`src/rtl/av_master_arbiter.sv`:
```
// Two-requester Avalon-MM arbiter: grants one whole transfer at a time to the
// MCU bridge (s0) or the debug supervisor (s1), with a stuck-slave watchdog.
module av_master_arbiter #(
    parameter int ADDR_WIDTH  = 32,
    parameter int DATA_WIDTH  = 16,
    parameter int TIMEOUT     = 1024,
    parameter int S1_PRIORITY = 0
) (
    input  logic                  sysclk,
    input  logic                  sysreset,
    input  logic [ADDR_WIDTH-1:0] s0_address,
    input  logic                  s0_read,
    input  logic                  s0_write,
    input  logic [DATA_WIDTH-1:0] s0_writedata,
    output logic                  s0_waitrequest,
    output logic [DATA_WIDTH-1:0] s0_readdata,
    input  logic [ADDR_WIDTH-1:0] s1_address,
    input  logic                  s1_read,
    input  logic                  s1_write,
    input  logic [DATA_WIDTH-1:0] s1_writedata,
    output logic                  s1_waitrequest,
    output logic [DATA_WIDTH-1:0] s1_readdata,
    output logic [ADDR_WIDTH-1:0] m_address,
    output logic                  m_read,
    output logic                  m_write,
    output logic [DATA_WIDTH-1:0] m_writedata,
    input  logic                  m_waitrequest,
    input  logic [DATA_WIDTH-1:0] m_readdata,
    output logic [1:0]            grant,
    output logic                  timeout_err
);

    localparam int CW = (TIMEOUT > 0) ? $clog2(TIMEOUT + 1) : 1;
    localparam logic [CW-1:0] CNT_LAST = (TIMEOUT > 0) ? CW'(TIMEOUT - 1) : '0;
    localparam logic [CW-1:0] CNT_MAX  = {CW{1'b1}};

    typedef enum logic [1:0] {
        IDLE   = 2'd0,
        GRANT0 = 2'd1,
        GRANT1 = 2'd2
    } state_t;

    state_t          state_q, state_d;
    logic            last_q, last_d;
    logic [CW-1:0]   cnt_q, cnt_d;

    logic            req0, req1;
    logic            gsel;
    logic            cur_req;
    logic            abort;
    logic            wait_g;
    logic [DATA_WIDTH-1:0] rdata_g;

    assign req0 = s0_read | s0_write;
    assign req1 = s1_read | s1_write;

    always_ff @(posedge sysclk) begin
        if (sysreset) begin
            state_q <= IDLE;
            last_q  <= 1'b1;
            cnt_q   <= '0;
        end else begin
            state_q <= state_d;
            last_q  <= last_d;
            cnt_q   <= cnt_d;
        end
    end

    always_comb begin
        state_d        = state_q;
        last_d         = last_q;
        cnt_d          = cnt_q;
        m_address      = '0;
        m_read         = 1'b0;
        m_write        = 1'b0;
        m_writedata    = '0;
        grant          = 2'b00;
        timeout_err    = 1'b0;
        gsel           = (state_q == GRANT1);
        cur_req        = gsel ? req1 : req0;
        abort          = 1'b0;
        wait_g         = 1'b1;
        rdata_g        = m_readdata;
        s0_waitrequest = 1'b1;
        s1_waitrequest = 1'b1;
        s0_readdata    = m_readdata;
        s1_readdata    = m_readdata;

        case (state_q)
            IDLE: begin
                cnt_d = '0;
                if (req0 && req1) begin
                    // last_q names the requester served most recently
                    state_d = ((S1_PRIORITY != 0) || !last_q) ? GRANT1 : GRANT0;
                end else if (req0) begin
                    state_d = GRANT0;
                end else if (req1) begin
                    state_d = GRANT1;
                end
            end
            GRANT0, GRANT1: begin
                grant       = gsel ? 2'b10 : 2'b01;
                m_address   = gsel ? s1_address   : s0_address;
                m_read      = gsel ? s1_read      : s0_read;
                m_write     = gsel ? s1_write     : s0_write;
                m_writedata = gsel ? s1_writedata : s0_writedata;
                wait_g      = m_waitrequest;
                abort       = (TIMEOUT > 0) && cur_req && m_waitrequest && (cnt_q == CNT_LAST);
                if (!cur_req) begin
                    // requester abandoned the transfer; fairness pointer untouched
                    state_d = IDLE;
                    cnt_d   = '0;
                end else if (!m_waitrequest) begin
                    state_d = IDLE;
                    last_d  = gsel;
                    cnt_d   = '0;
                end else if (abort) begin
                    wait_g      = 1'b0;
                    rdata_g     = {DATA_WIDTH{1'b1}};
                    timeout_err = 1'b1;
                    state_d     = IDLE;
                    last_d      = gsel;
                    cnt_d       = '0;
                end else if (cnt_q != CNT_MAX) begin
                    cnt_d = cnt_q + 1'b1;
                end
                if (gsel) begin
                    s1_waitrequest = wait_g;
                    s1_readdata    = rdata_g;
                end else begin
                    s0_waitrequest = wait_g;
                    s0_readdata    = rdata_g;
                end
            end
            default: begin
                state_d = IDLE;
            end
        endcase

        // No requester may complete a transfer while reset is held.
        if (sysreset) begin
            s0_waitrequest = 1'b1;
            s1_waitrequest = 1'b1;
            timeout_err    = 1'b0;
        end
    end

endmodule
```
`config.mk`:
```
export PLATFORM = sky130hd
export DESIGN_NAME = av_master_arbiter
export DESIGN_NICKNAME = d
export VERILOG_FILES = /design/src/rtl/av_master_arbiter.sv
export SDC_FILE = /design/constraint.sdc
export NUM_CORES = 1
export LEC_CHECK = 0
export BUFFER_PORTS_ARGS = -buffer_cell sky130_fd_sc_hd__clkbuf_2
export CAP_MARGIN = 20
export CORE_AREA = 2 2 80 82
export CTS_CLUSTER_DIAMETER = 50
export CTS_CLUSTER_SIZE = 14
export DETAILED_ROUTE_END_ITERATION = 10
export DIE_AREA = 0 0 82 84
export PLACE_DENSITY = 0.75
export SYNTH_ARGS = -nofsm -noshare
export SYNTH_HDL_FRONTEND = slang
export SYNTH_SLANG_ARGS = --single-unit
```
`constraint.sdc`:
```
create_clock -name sysclk -period 4.22 [get_ports sysclk]
set_input_delay 0.633 -clock sysclk [delete_from_list [all_inputs] [get_ports sysclk]]
set_output_delay 0.633 -clock sysclk [all_outputs]
set_load 0.03 [all_outputs]
```
[After elaboration in Yosys (flattened, before gate mapping)]
Index checks and enable logic that the tools add are counted.
Widths: inputs -> output; s select.
Word-level totals
  input port bits: 119
  register bits: 14
  logic and storage cells: 70
Cells by class
  equality and inequality tests: 8
  reduce and logical (&&, ||, !) cells: 9
  multiplexer cells: 47
  add/subtract/negate cells: 1
  bitwise gates (word level): 2
Operators with widths (number)
  $mux 16: 9
  $mux 32: 2
  $mux 11: 4
  $pmux 11 s2: 1
  $mux 1: 21
  $mux 2: 9
  $add 11x1->11 const B: 1
  $eq 11x10->1 const B: 1
  $ne 11x11->1 const B: 1
  $ne 4x4->1 const B: 2
  $ne 5x5->1 const B: 1
  $pmux 2 s2: 1
  $reduce_and 2->1: 2
  $logic_and 1x1->1: 3
  $reduce_and 3->1: 1
  $eq 2x1->1 const B: 1
  $eq 2x2->1 const B: 1
  $logic_not 2->1: 1
  $ne 2x1->1 const B: 1
  $or 1x1->1: 2
  $reduce_bool 2->1: 1
  $reduce_or 2->1: 1

[Logic depth before layout (Yosys ltp)]
  depth after elaboration: 10
  mapped depth: 7
  gate-level depth less buffers: 6

[Worst setup path after synthesis]
No wires, ideal clock.
  path type: register to output
  from: register state_q[0]
  to: output port s1_readdata[10]
  arrival: 1.883 ns
  setup slack: 1.704 ns
  buffers on the path: 2
  stages on the path, launching flop included: 8
  path through: dfxtp_1 > inv_1 > ha_1 > clkbuf_1 > and4_4 > nand4_1 > buf_2 > nand2b_1
Between the ends
  cells in the longest elaborated chain, start to end: 9
  elaborated cells between the ends (all ways): 11
  those cells by class: eq/ne (2); mux (6); reduce/logical (3)
Ends and longest elaborated chain
  start, declared: RTL line 43  | state_t state_q, state_d;
  start signal, assigned: RTL line 63  | state_q <= state_d;
  $eq 2x2->1: RTL line 79, 89
  $mux 1: RTL line 80  | cur_req = gsel ? req1 : req0;
  $logic_and 1x1->1 (2 in a row): RTL line 108  | abort = (TIMEOUT > 0) && cur_req && m_waitrequest && (cnt_q == CNT_LAST);
  $mux 16: RTL line 117  | end else if (abort) begin
  $mux 16: RTL line 113  | end else if (!m_waitrequest) begin
  $mux 16: RTL line 109  | if (!cur_req) begin
  $mux 16: RTL line 127  | if (gsel) begin
  $mux 16 *: RTL line 89  | case (state_q)
  end, declared: RTL line 22  | output logic [DATA_WIDTH-1:0] s1_readdata,
Every way passes the cells marked *; elsewhere a longest branch is shown, timed or not.

[Worst setup path in the final report]
  from: register state_q[0]
  to: output port s1_readdata[3]
The elaborated chain is that of the path after synthesis.

==> summary.txt <==
Post-synth EDFFs - 0
Post-Synthesis Cells - 258
initial antenna violation count - 6
clk_lat worst skew - 0.25 ns
Antenna Nets Post-Route - 0
# setup viols final - 0
most frequent cells in the layout - clkbuf_2 (205), mux2i_1 (53), nor2b_1 (53), nand2b_1 (23), or2_2 (16)
DR pass1 iterations - 6
clk_skew - 0.00669 ns
Worst VDD drop - 0.000205 V
vias - 2593
Slew HR - 0.516
Most used DFF post-synth - dfxtp_1
sum of buffers and inverters on the critical path - 2
CTS tree - built
share of post-route cells with drive strength above 1 - 0.532
DRC viols - 0
Final GP Congestion - 0.815
row cnt - 29
Yosys reg bits - 14
count of cell types in the netlist - 43
warnings from Yosys - 0
number of global-route vias before repair - 2345
Placed Area - 3090 um^2
CORE AREA - 6100 um^2
reg2reg start - state_q[0]$_SDFFE_PP0P_
WL/cell - 14.5 um
TritonCTS buffer count - 3
Mapped Nets - 381
largest delay contributor family on the critical path - simple AND/OR/NAND/NOR gates
Detailed Route WL - 7680 um
Mapped Area - 2030 um^2
Post-Syn Area per Cell - 7.87 um^2
CP cell instances - inv_1 -> ha_2 -> or3_1 -> and4_4 -> nand4_1 -> nand2b_1 -> clkbuf_2
PD cells - 319 nW/um^2
setup TNS - 0 ns
Crit path arrival time - 2.84 ns
vias per cell - 4.89
CTS resizes - 0
RSZ-0062 raised after global routing - no
IO Pins - 206
first-pass GRT wire length - 11400 um
CP Capture Type - output pin
HPWL after detailed placement - 6490 um
Initial Utilization - 0.333
top achievable clock speed - 0.288 GHz
Post-CTS Setup Inserts - 0
slowest cell delay on critical path - 0.60 ns
Total Power - 1.00 mW
outcome - completed
fin. max-slew vios - 0
clock slew at reported path FFs - 0.06 ns
Final #Nets - 575
Area Overhead vs Synth - 55.1%
commonest non-fill, non-tap cell in the layout - clkbuf_2
die area - 6890 um^2
Worst-Margin Slew - 0.724 ns
crit start category - flip-flop
WP depth - 7
1st-iter DRT viols - 92
Hold WS - 0.497 ns
grt total ovfl - 0
Longest Clk Path Bufs - 2
Leak - 1.54 nW
CP max FO - 16
fin area - 3150 um^2
Die H - 84 um
I/O Buffers - 205
R2R depth - 6
largest net degree at the start of global routing - 52
crit path to - s1_readdata[3]
r2r setup slk - 2.03 ns
final hold vios - 0
kind of critical path - flip-flop to output pin
Tcrit/Tclk final - 0.823
Seq/Total Area, Yosys - 0.138
worst setup path start - state_q[0]$_SDFFE_PP0P_
Tightest Hold Check Type - flip-flop to flip-flop
number of fill cells - 610
maxcap violations - 0
Required @ worst endpoint - 3.59 ns
Post-synth ARST share - 0
CP max-delay cell - nand4_1
Die Wd - 82 um
clock sink count - 14
total track usage - 0.210
Max H-tree Level - 1
Tmin final - 3.47 ns
CTS root buf - clkbuf_8
Post-CTS Hold Fix Bufs - 0
capturing point of the worst reg2reg path - cnt_q[6]$_SDFFE_PP0P_
-- how the worst min path moves through the flow --
stage | startpoint | to | cells after the start
final | state_q[1]$_SDFFE_PP0P_ | state_q[1]$_SDFFE_PP0P_ | 2
after global routing | state_q[1]$_SDFFE_PP0P_ | state_q[1]$_SDFFE_PP0P_ | 2
after CTS | state_q[1]$_SDFFE_PP0P_ | state_q[1]$_SDFFE_PP0P_ | 2
after detailed placement | state_q[1]$_SDFFE_PP0P_ | state_q[1]$_SDFFE_PP0P_ | 2
after global placement | state_q[0]$_SDFFE_PP0P_ | state_q[0]$_SDFFE_PP0P_ | 2
after floorplan | state_q[1]$_SDFFE_PP0P_ | state_q[1]$_SDFFE_PP0P_ | 2
-- Yosys cell counts (2+ instances only) --
| cell | number | area share |
|---|---|---|
| mux2i_1 | 53 | 0.26 |
| nor2b_1 | 53 | 0.16 |
| nand2b_1 | 23 | 0.071 |
| or2_2 | 16 | 0.049 |
| dfxtp_1 | 14 | 0.14 |
| clkbuf_1 | 9 | 0.017 |
| buf_2 | 8 | 0.020 |
| nor2_1 | 8 | 0.015 |
| o21ai_0 | 8 | 0.020 |
| a21oi_1 | 7 | 0.017 |
| nand3_1 | 6 | 0.015 |
| ha_1 | 4 | 0.025 |
| inv_1 | 4 | 0.0074 |
| nand2_1 | 4 | 0.0074 |
| nor3_1 | 4 | 0.0099 |
| a2111o_1 | 3 | 0.017 |
| a211oi_1 | 3 | 0.011 |
| and3_1 | 2 | 0.0062 |
| nand4_1 | 2 | 0.0062 |
| nand4_2 | 2 | 0.012 |
| nor3_2 | 2 | 0.0099 |
| or3_1 | 2 | 0.0062 |
-- flip-flops by register name (all words and copies together), names as in the netlist --
register and cells:
last_q 1, cnt_q 11, state_q 2
-- report_power, final --
group	switching, mW	internal [mW]
Clock	0.0518	0.0827
Sequential	0.00523	0.139
Combinational	0.465	0.261
Total	0.522	0.483
-- metal layers --
metal	up-vias	track usage	wire, um
li1	1294	-	-
met1	1149	0.237	3040
met2	130	0.355	3550
met3	12	0.115	1010
met4	8	0.0258	31
met5	-	0	57
-- kinds of logic after synthesis --
family | Yosys count | synth area share
multiplexers | 53 | 0.261
AND/OR/NAND/NOR | 133 | 0.409
AO/OA/AOI/OAI | 32 | 0.120
adder cells (fa/ha/maj) | 4 | 0.0247
flip-flops | 14 | 0.138
buffers and inverters | 22 | 0.0475
-- per-stage QoR --
stage / instances / setup slack, ns / utilization
floorplan: 258 / 1.70 / -
global placement: 524 / 1.14 / 0.507
detailed placement: 524 / 1.02 / 0.507
CTS: 528 / 0.733 / 0.516
global route: 528 / 0.565 / 0.516
finish: 530 / 0.749 / 0.516
-- final cells by class --
| type | instances | area (um^2) | share of cell area |
|---|---|---|---|
| inverter | 4 | 15.0 | 0.00477 |
| clock buffer | 4 | 55.1 | 0.0175 |
| multi-input combinational | 222 | 1660 | 0.526 |
| tap | 77 | 96.3 | 0.0306 |
| sequential | 14 | 280 | 0.0890 |
| antenna | 2 | 5.00 | 0.00159 |
| timing repair buffer | 207 | 1040 | 0.331 |
-- tightest hold or removal path, stage by stage (launching register included) --
cell,delay (ns)
dfxtp_1,0.32
nand2b_1,0.07
mux2i_1,0.06
Note: power is estimated with default switching activity, not from simulation.
